## src/rtl/action_encoder_if.sv

```systemverilog
// action_encoder_if
//   Groups the button/vsync inputs and the frame-aligned action outputs of
//   action_encoder into one bundle.
//   Signals:
//     btn_right, btn_left  raw push-buttons, asynchronous, active-high
//     vsync                VGA vsync on the system clock; a rising edge starts a frame
//     actions[1:0]         bit0 = right, bit1 = left; stable for one frame
//     conflict             one-cycle pulse when both moves were pending at a frame boundary
//   Modports: master drives the buttons/vsync (board side or bench),
//             slave is the encoder itself.
interface action_encoder_if;
  logic       btn_right;
  logic       btn_left;
  logic       vsync;
  logic [1:0] actions;
  logic       conflict;

  modport master (output btn_right, btn_left, vsync, input actions, conflict);
  modport slave  (input btn_right, btn_left, vsync, output actions, conflict);
endinterface

```

## src/rtl/action_encoder.sv

```systemverilog
// action_encoder
//   Turns the raw left/right buttons into a frame-aligned actions[1:0] bus.
//   Each button is synchronised (2 FFs), debounced and auto-repeated in its
//   own action_btn lane; lane events are collected into pending bits and
//   transferred to actions on each vsync rising edge (frame_tick).
//   Ports:
//     clock    system clock, shared with the VGA controller
//     reset_n  asynchronous active-low reset
//     bus      action_encoder_if.slave (btn_right, btn_left, vsync in;
//              actions, conflict out)

// action_btn: one button lane -- synchroniser, debouncer and the
// IDLE/DELAY/REPEAT auto-repeat FSM. o_event is a one-cycle event strobe.
//   clock, reset_n  clock / async active-low reset
//   i_raw           raw asynchronous button level
//   i_frame_tick    one-cycle pulse at each frame start
//   o_event         move event for this button
module action_btn #(
  parameter int DEBOUNCE_CYCLES = 250000,
  parameter int REPEAT_DELAY    = 16,
  parameter int REPEAT_PERIOD   = 6,
  parameter int CNT_W           = 18
) (
  input  logic clock,
  input  logic reset_n,
  input  logic i_raw,
  input  logic i_frame_tick,
  output logic o_event
);
  localparam int MAXC = (REPEAT_DELAY > REPEAT_PERIOD) ? REPEAT_DELAY : REPEAT_PERIOD;
  localparam int FC_W = (MAXC < 2) ? 1 : $clog2(MAXC);
  localparam logic [CNT_W-1:0] DB_LAST = CNT_W'(DEBOUNCE_CYCLES - 1);
  // The frame counter holds ticks-so-far minus one, so the match value is N-1.
  localparam logic [FC_W-1:0]  RD_LAST = (REPEAT_DELAY == 0) ? '0 : FC_W'(REPEAT_DELAY - 1);
  localparam logic [FC_W-1:0]  RP_LAST = FC_W'(REPEAT_PERIOD - 1);

  typedef enum logic [1:0] {S_IDLE, S_DELAY, S_REPEAT} state_t;

  logic [1:0]       r_sync;
  logic             w_sync;
  logic [CNT_W-1:0] r_cnt;
  logic             r_db;
  logic             w_flip;
  logic             w_rise;
  logic             w_fall;
  state_t           r_state, w_state_nxt;
  logic [FC_W-1:0]  r_fcnt, w_fcnt_nxt;
  logic             w_event;

  assign w_sync = r_sync[1];
  // Flip on the DEBOUNCE_CYCLES-th consecutive cycle of disagreement.
  assign w_flip = (w_sync != r_db) && (r_cnt == DB_LAST);
  assign w_rise = w_flip & ~r_db;
  assign w_fall = w_flip &  r_db;

  always_ff @(posedge clock or negedge reset_n) begin
    if (!reset_n) begin
      r_sync <= '0;
      r_cnt  <= '0;
      r_db   <= 1'b0;
    end else begin
      r_sync <= {r_sync[0], i_raw};
      if (w_sync == r_db) begin
        r_cnt <= '0;
      end else if (w_flip) begin
        r_db  <= ~r_db;
        r_cnt <= '0;
      end else begin
        r_cnt <= r_cnt + CNT_W'(1);
      end
    end
  end

  always_ff @(posedge clock or negedge reset_n) begin
    if (!reset_n) begin
      r_state <= S_IDLE;
      r_fcnt  <= '0;
    end else begin
      r_state <= w_state_nxt;
      r_fcnt  <= w_fcnt_nxt;
    end
  end

  always_comb begin
    w_state_nxt = r_state;
    w_fcnt_nxt  = r_fcnt;
    w_event     = 1'b0;
    case (r_state)
      S_IDLE: begin
        if (w_rise) begin
          w_event     = 1'b1;
          w_state_nxt = S_DELAY;
          w_fcnt_nxt  = '0;
        end
      end
      S_DELAY: begin
        if (w_fall) begin
          w_state_nxt = S_IDLE;
          w_fcnt_nxt  = '0;
        end else if (i_frame_tick && (REPEAT_DELAY != 0)) begin
          if (r_fcnt == RD_LAST) begin
            w_event     = 1'b1;
            w_state_nxt = S_REPEAT;
            w_fcnt_nxt  = '0;
          end else begin
            w_fcnt_nxt = r_fcnt + FC_W'(1);
          end
        end
      end
      S_REPEAT: begin
        if (w_fall) begin
          w_state_nxt = S_IDLE;
          w_fcnt_nxt  = '0;
        end else if (i_frame_tick) begin
          if (r_fcnt == RP_LAST) begin
            w_event    = 1'b1;
            w_fcnt_nxt = '0;
          end else begin
            w_fcnt_nxt = r_fcnt + FC_W'(1);
          end
        end
      end
      default: begin
        w_state_nxt = S_IDLE;
        w_fcnt_nxt  = '0;
      end
    endcase
  end

  assign o_event = w_event;
endmodule

module action_encoder #(
  parameter int DEBOUNCE_CYCLES = 250000,
  parameter int REPEAT_DELAY    = 16,
  parameter int REPEAT_PERIOD   = 6,
  parameter int CNT_W           = 18
) (
  input  logic          clock,
  input  logic          reset_n,
  action_encoder_if.slave bus
);
  localparam int NUM_BTN = 2;

  logic [NUM_BTN-1:0] w_raw;
  logic [NUM_BTN-1:0] w_event;
  logic               r_vsync_d;
  logic               w_frame_tick;
  logic [NUM_BTN-1:0] r_pending;
  logic [NUM_BTN-1:0] r_actions;
  logic               r_conflict;

  // Lane 0 = right, lane 1 = left, matching the actions bit order.
  assign w_raw        = {bus.btn_left, bus.btn_right};
  assign w_frame_tick = bus.vsync & ~r_vsync_d;

  action_btn #(
    .DEBOUNCE_CYCLES (DEBOUNCE_CYCLES),
    .REPEAT_DELAY    (REPEAT_DELAY),
    .REPEAT_PERIOD   (REPEAT_PERIOD),
    .CNT_W           (CNT_W)
  ) u_btn [NUM_BTN-1:0] (
    .clock        (clock),
    .reset_n      (reset_n),
    .i_raw        (w_raw),
    .i_frame_tick (w_frame_tick),
    .o_event      (w_event)
  );

  always_ff @(posedge clock or negedge reset_n) begin
    if (!reset_n) begin
      r_vsync_d  <= 1'b0;
      r_pending  <= '0;
      r_actions  <= '0;
      r_conflict <= 1'b0;
    end else begin
      r_vsync_d <= bus.vsync;
      if (w_frame_tick) begin
        // Opposite moves in one frame cancel; flag it instead.
        r_actions  <= (&r_pending) ? '0 : r_pending;
        r_conflict <= &r_pending;
        // Events on the boundary cycle belong to the next frame.
        r_pending  <= w_event;
      end else begin
        r_pending  <= r_pending | w_event;
        r_conflict <= 1'b0;
      end
    end
  end

  assign bus.actions  = r_actions;
  assign bus.conflict = r_conflict;
endmodule

```

## src/flat_wrapper.sv

```systemverilog
// flat-port wrapper written by rule: the top's interface ports become plain ports
module action_encoder_flat 
#(
  parameter int DEBOUNCE_CYCLES = 250000,
  parameter int REPEAT_DELAY    = 16,
  parameter int REPEAT_PERIOD   = 6,
  parameter int CNT_W           = 18
)
  (clock, reset_n, bus_btn_right, bus_btn_left, bus_vsync, bus_actions, bus_conflict);
  action_encoder_if bus_i ();
  input  logic clock;
  input  logic reset_n;
  input wire logic [$bits(bus_i.btn_right)-1:0] bus_btn_right;
  input wire logic [$bits(bus_i.btn_left)-1:0] bus_btn_left;
  input wire logic [$bits(bus_i.vsync)-1:0] bus_vsync;
  output wire logic [$bits(bus_i.actions)-1:0] bus_actions;
  output wire logic [$bits(bus_i.conflict)-1:0] bus_conflict;
  assign bus_i.btn_right = bus_btn_right;
  assign bus_i.btn_left = bus_btn_left;
  assign bus_i.vsync = bus_vsync;
  assign bus_actions = bus_i.actions;
  assign bus_conflict = bus_i.conflict;
  action_encoder #(.DEBOUNCE_CYCLES(DEBOUNCE_CYCLES), .REPEAT_DELAY(REPEAT_DELAY), .REPEAT_PERIOD(REPEAT_PERIOD), .CNT_W(CNT_W)) u_core (.clock(clock), .reset_n(reset_n), .bus(bus_i));
endmodule
```

## config.mk

```make
export PLATFORM = sky130hd
export DESIGN_NAME = action_encoder_flat
export DESIGN_NICKNAME = d
export VERILOG_FILES = /design/src/rtl/action_encoder_if.sv /design/src/rtl/action_encoder.sv /design/src/flat_wrapper.sv
export SDC_FILE = /design/constraint.sdc
export NUM_CORES = 1
export LEC_CHECK = 0
export ABC_AREA = 1
export CORE_ASPECT_RATIO = 0.5
export CORE_MARGIN = 2
export CORE_UTILIZATION = 30
export CTS_CLUSTER_DIAMETER = 60
export DETAILED_ROUTE_END_ITERATION = 10
export DONT_BUFFER_PORTS = 1
export HOLD_SLACK_MARGIN = 0.03
export PLACE_DENSITY_LB_ADDON = 0.25
export SLEW_MARGIN = 20
export SYNTH_ARGS = -nofsm -noshare
export SYNTH_HDL_FRONTEND = slang
export SYNTH_SLANG_ARGS = --single-unit
```

## constraint.sdc

```tcl
create_clock -name clock -period 3.45 [get_ports clock]
set_input_delay 0.1725 -clock clock [delete_from_list [all_inputs] [get_ports clock]]
set_output_delay 0.1725 -clock clock [all_outputs]
set_load 0.02 [all_outputs]
```

==> results.toml <==
[synthesis]
synthDominantCellAreaShare_pct = 44.1
async_reset_ff_share_pct = 100
syn-num-nets = 458
synthTopCellsByCount = "nand2_1 (105), nor2_1 (70), dfrtp_1 (60)"
yosysSeqAreaShare_pct = 44.1
avgSynthCellArea_um2 = 7.75
synth-main-ff-cell = "dfrtp_1"
yosys.area.top_type = "dfrtp_1"
yosysWarnings = 0
synthCells = 439
yosysMostFrequentCell = "nand2_1"
syn_area_mm2 = 0.00340
synthTopCellsByArea = "dfrtp_1 (44%), nand2_1 (12%), nor2_1 (7.7%)"
synth-edff-count = 0
synthDistinctLibCells = 31
ys_ff_latch = 60

[placed_design]
place_area_mm2 = 0.00357
gp_congestion = 0.781
dp.final_hpwl_um = 4850
portBuffers = 0

[die]
io_pins = 8
start_util_pct = 30.9
fp.dieW_um = 155
dieArea_mm2 = 0.0123
die_y_um = 79.3
coreArea_mm2 = 0.0110
num_rows = 27

[timing]
rsz0062_at_grt = "no"
clock_skew_ns = 0.00783
period_minus_slack_ns = 1.92
slew_violations = 0
fin_setup_tns_ns = 0
post-route-period-util_pct = 55.7
max_freq_mhz = 520
slew_headroom_pct = 70.7
setup_viol = 0
hold_viol_final = 0
worstMarginPinSlew_ns = 0.439

[clock_network]
ctsHoldBuffers = 5
cts.sinks = 60
cts-root-buf = "clkbuf_16"
clk_pin_slew_ns = 0.05
cts_max_level = 3
cts_buffer_depth = 2
cts_buffers = 9
cts_tree = "done"
clock_latency_ns = 0.33
post_cts_buffers = 0
post_cts_resized = 0

[power_and_ir_drop]
comb_power_share_pct = 2.9
pwr-share-clk_pct = 53.7
p_sw_share_pct = 20.5
seqPwrFrac_pct = 43.5
intPower_mw = 1.32
power.leakage_nw = 1.79
p_sw_mw = 0.340
power_density_mw_per_mm2 = 421
vdd_ir_drop_max_mv = 0.210

[layout]
antenna_cells = 0
area_delta_synth_final_pct = 15.6
final_nets = 472
postLayoutCellArea_mm2 = 0.00393
drive_gt1_share_pct = 5.70

[detailed_routing]
antenna_left = 0
dr.pass1.iters = 4
vias_per_cell = 4.54
wl_met2_um = 2990
wl_per_cell_um = 11.3
drt_iter0_drc = 143
met1_length_um = 3470
dr.max_layer_used = "met4"
vias = 2729
drc = 0
dr_wl_met3_um = 197
wirelength_um = 6770

[setup_path]
start_kind = "flip-flop"
cp_max_fo = 6
crit_arrival_ns = 2.13
crit_required_ns = 3.66
cp-end-kind = "flip-flop"
critical_path_class = "flip-flop to flip-flop"

[global_route]
grt_max_degree = 61
grt_pass1_vias = 2640
grt_pass1_wl_um = 12200
antenna_found_initial = 0
grt_remaining_overflow = 0
gr-usage-all-layers_pct = 12.5

[worst_hold_path]
hold_class = "input pin to flip-flop"

[run]
drv_cap = 0

[outcome]
status = "finished clean"
-- final timing paths --
| kind | start | end | slack, ns | depth (start not counted) |
|---|---|---|---|---|
| worst max-delay path | u_core.u_btn[0].r_cnt[0] | u_core.u_btn[0].r_state[1] | 1.53 | 10 |
| worst min-delay path | bus_vsync | u_core.bus.actions[1] | 0.08 | 4 |
| max in group asynchronous | reset_n | u_core.u_btn[0].r_cnt[11] | 2.81 | 2 |
| min in group asynchronous | reset_n | u_core.u_btn[1].r_cnt[7] | 0.38 | 2 |
| worst min register to register | u_core.u_btn[1].r_sync[0] | u_core.u_btn[1].r_sync[1] | 0.35 | 0 |
| worst max register to register | u_core.u_btn[0].r_cnt[0] | u_core.u_btn[0].r_state[1] | 1.53 | 10 |
-- cells by family (layout without fill, tap and decap cells) --
logic type,count (synthesis),in the layout,share of synthesized area (%)
flops,60,60,44.1
buf+inv,58,75,6.51
fa+ha+maj,14,14,5.15
compound gates,31,31,4.89
xor+xnor,23,23,6.69
simple gates,253,253,32.6
-- placed cells by master, fill, tap and decap left out, drive strengths merged --
cell type    netlist  routed
nand2            107     107
dlygate4sd3        0       4
buf                1       1
nor3b              4       4
clkinv             0       1
nor4               3       3
xor2              20      20
inv               56      56
clkbuf             1      12
a21oi              9       9
nor2              73      73
bufinv             0       1
and3               3       3
o21ai             19      19
dfrtp             60      60
o211ai             1       1
ha                14      14
a31oi              1       1
nor3              15      15
nand3             39      39
nand4              7       7
xnor2              3       3
o31ai              1       1
nand3b             2       2
-- worst max-delay path, stage by stage, from the launching register on --
cell and delay (ns):
dfrtp_1 0.36, ha_1 0.19, nand2_1 0.09, nor2_2 0.19, nand2_1 0.08, nor2_1 0.17
nand3_1 0.22, nand3_1 0.18, nand2_1 0.09, o21ai_0 0.17, nand2_1 0.07
-- flip-flops by register name (all words and copies together) (netlist names) --
| signal | cells |
|---|---|
| u_core.bus.conflict | 1 |
| u_core.u_btn.r_sync | 4 |
| u_core.u_btn.r_cnt | 36 |
| u_core.u_btn.r_fcnt | 8 |
| u_core.u_btn.r_state | 4 |
| u_core.u_btn.r_db | 2 |
| u_core.r_vsync_d | 1 |
| u_core.r_pending | 2 |
| u_core.bus.actions | 2 |
-- power by group through the flow --
| stage | Clock [mW] | Combinational [mW] | Sequential [mW] |
|---|---|---|---|
| 2_1_floorplan | 0 | 0.0213 | 0.730 |
| 3_3_place_gp | 0 | 0.0273 | 0.732 |
| 3_5_place_dp | 0 | 0.0271 | 0.732 |
| 4_1_cts | 0.923 | 0.0498 | 0.720 |
| 5_1_grt | 0.956 | 0.0557 | 0.721 |
| 6_report | 0.889 | 0.0473 | 0.720 |
-- metal layers --
layer  GRT usage [%]  up-vias
li1                -     1428
met1            16.4     1253
met2            19.5       35
met3            3.93       13
met4            4.44        0
met5               0        -
-- through the flow --
stage / total power [mW] / hold slack, ns / std cells / setup WS, ns / utilization, %
finish: 1.66 / 0.0753 / 601 / 1.53 / 35.7
detailed placement: 0.759 / -0.122 / 582 / 1.57 / 32.4
CTS: 1.69 / 0.0600 / 601 / 1.56 / 35.7
global placement: 0.759 / -0.122 / 582 / 1.57 / 32.4
global route: 1.73 / 0.0781 / 601 / 1.27 / 35.7
floorplan: 0.752 / -0.123 / 439 / 1.85 / -
-- cell type report --
class / count / area (um2)
inverter: 56 / 210
tap: 145 / 181
clock inverter: 2 / 35.0
fill: 1138 / 7080
sequential: 60 / 1500
multi-input combinational: 321 / 1680
timing repair buffer: 5 / 67.6
clock buffer: 12 / 256
No activity file was read; power rests on OpenSTA's default activity.
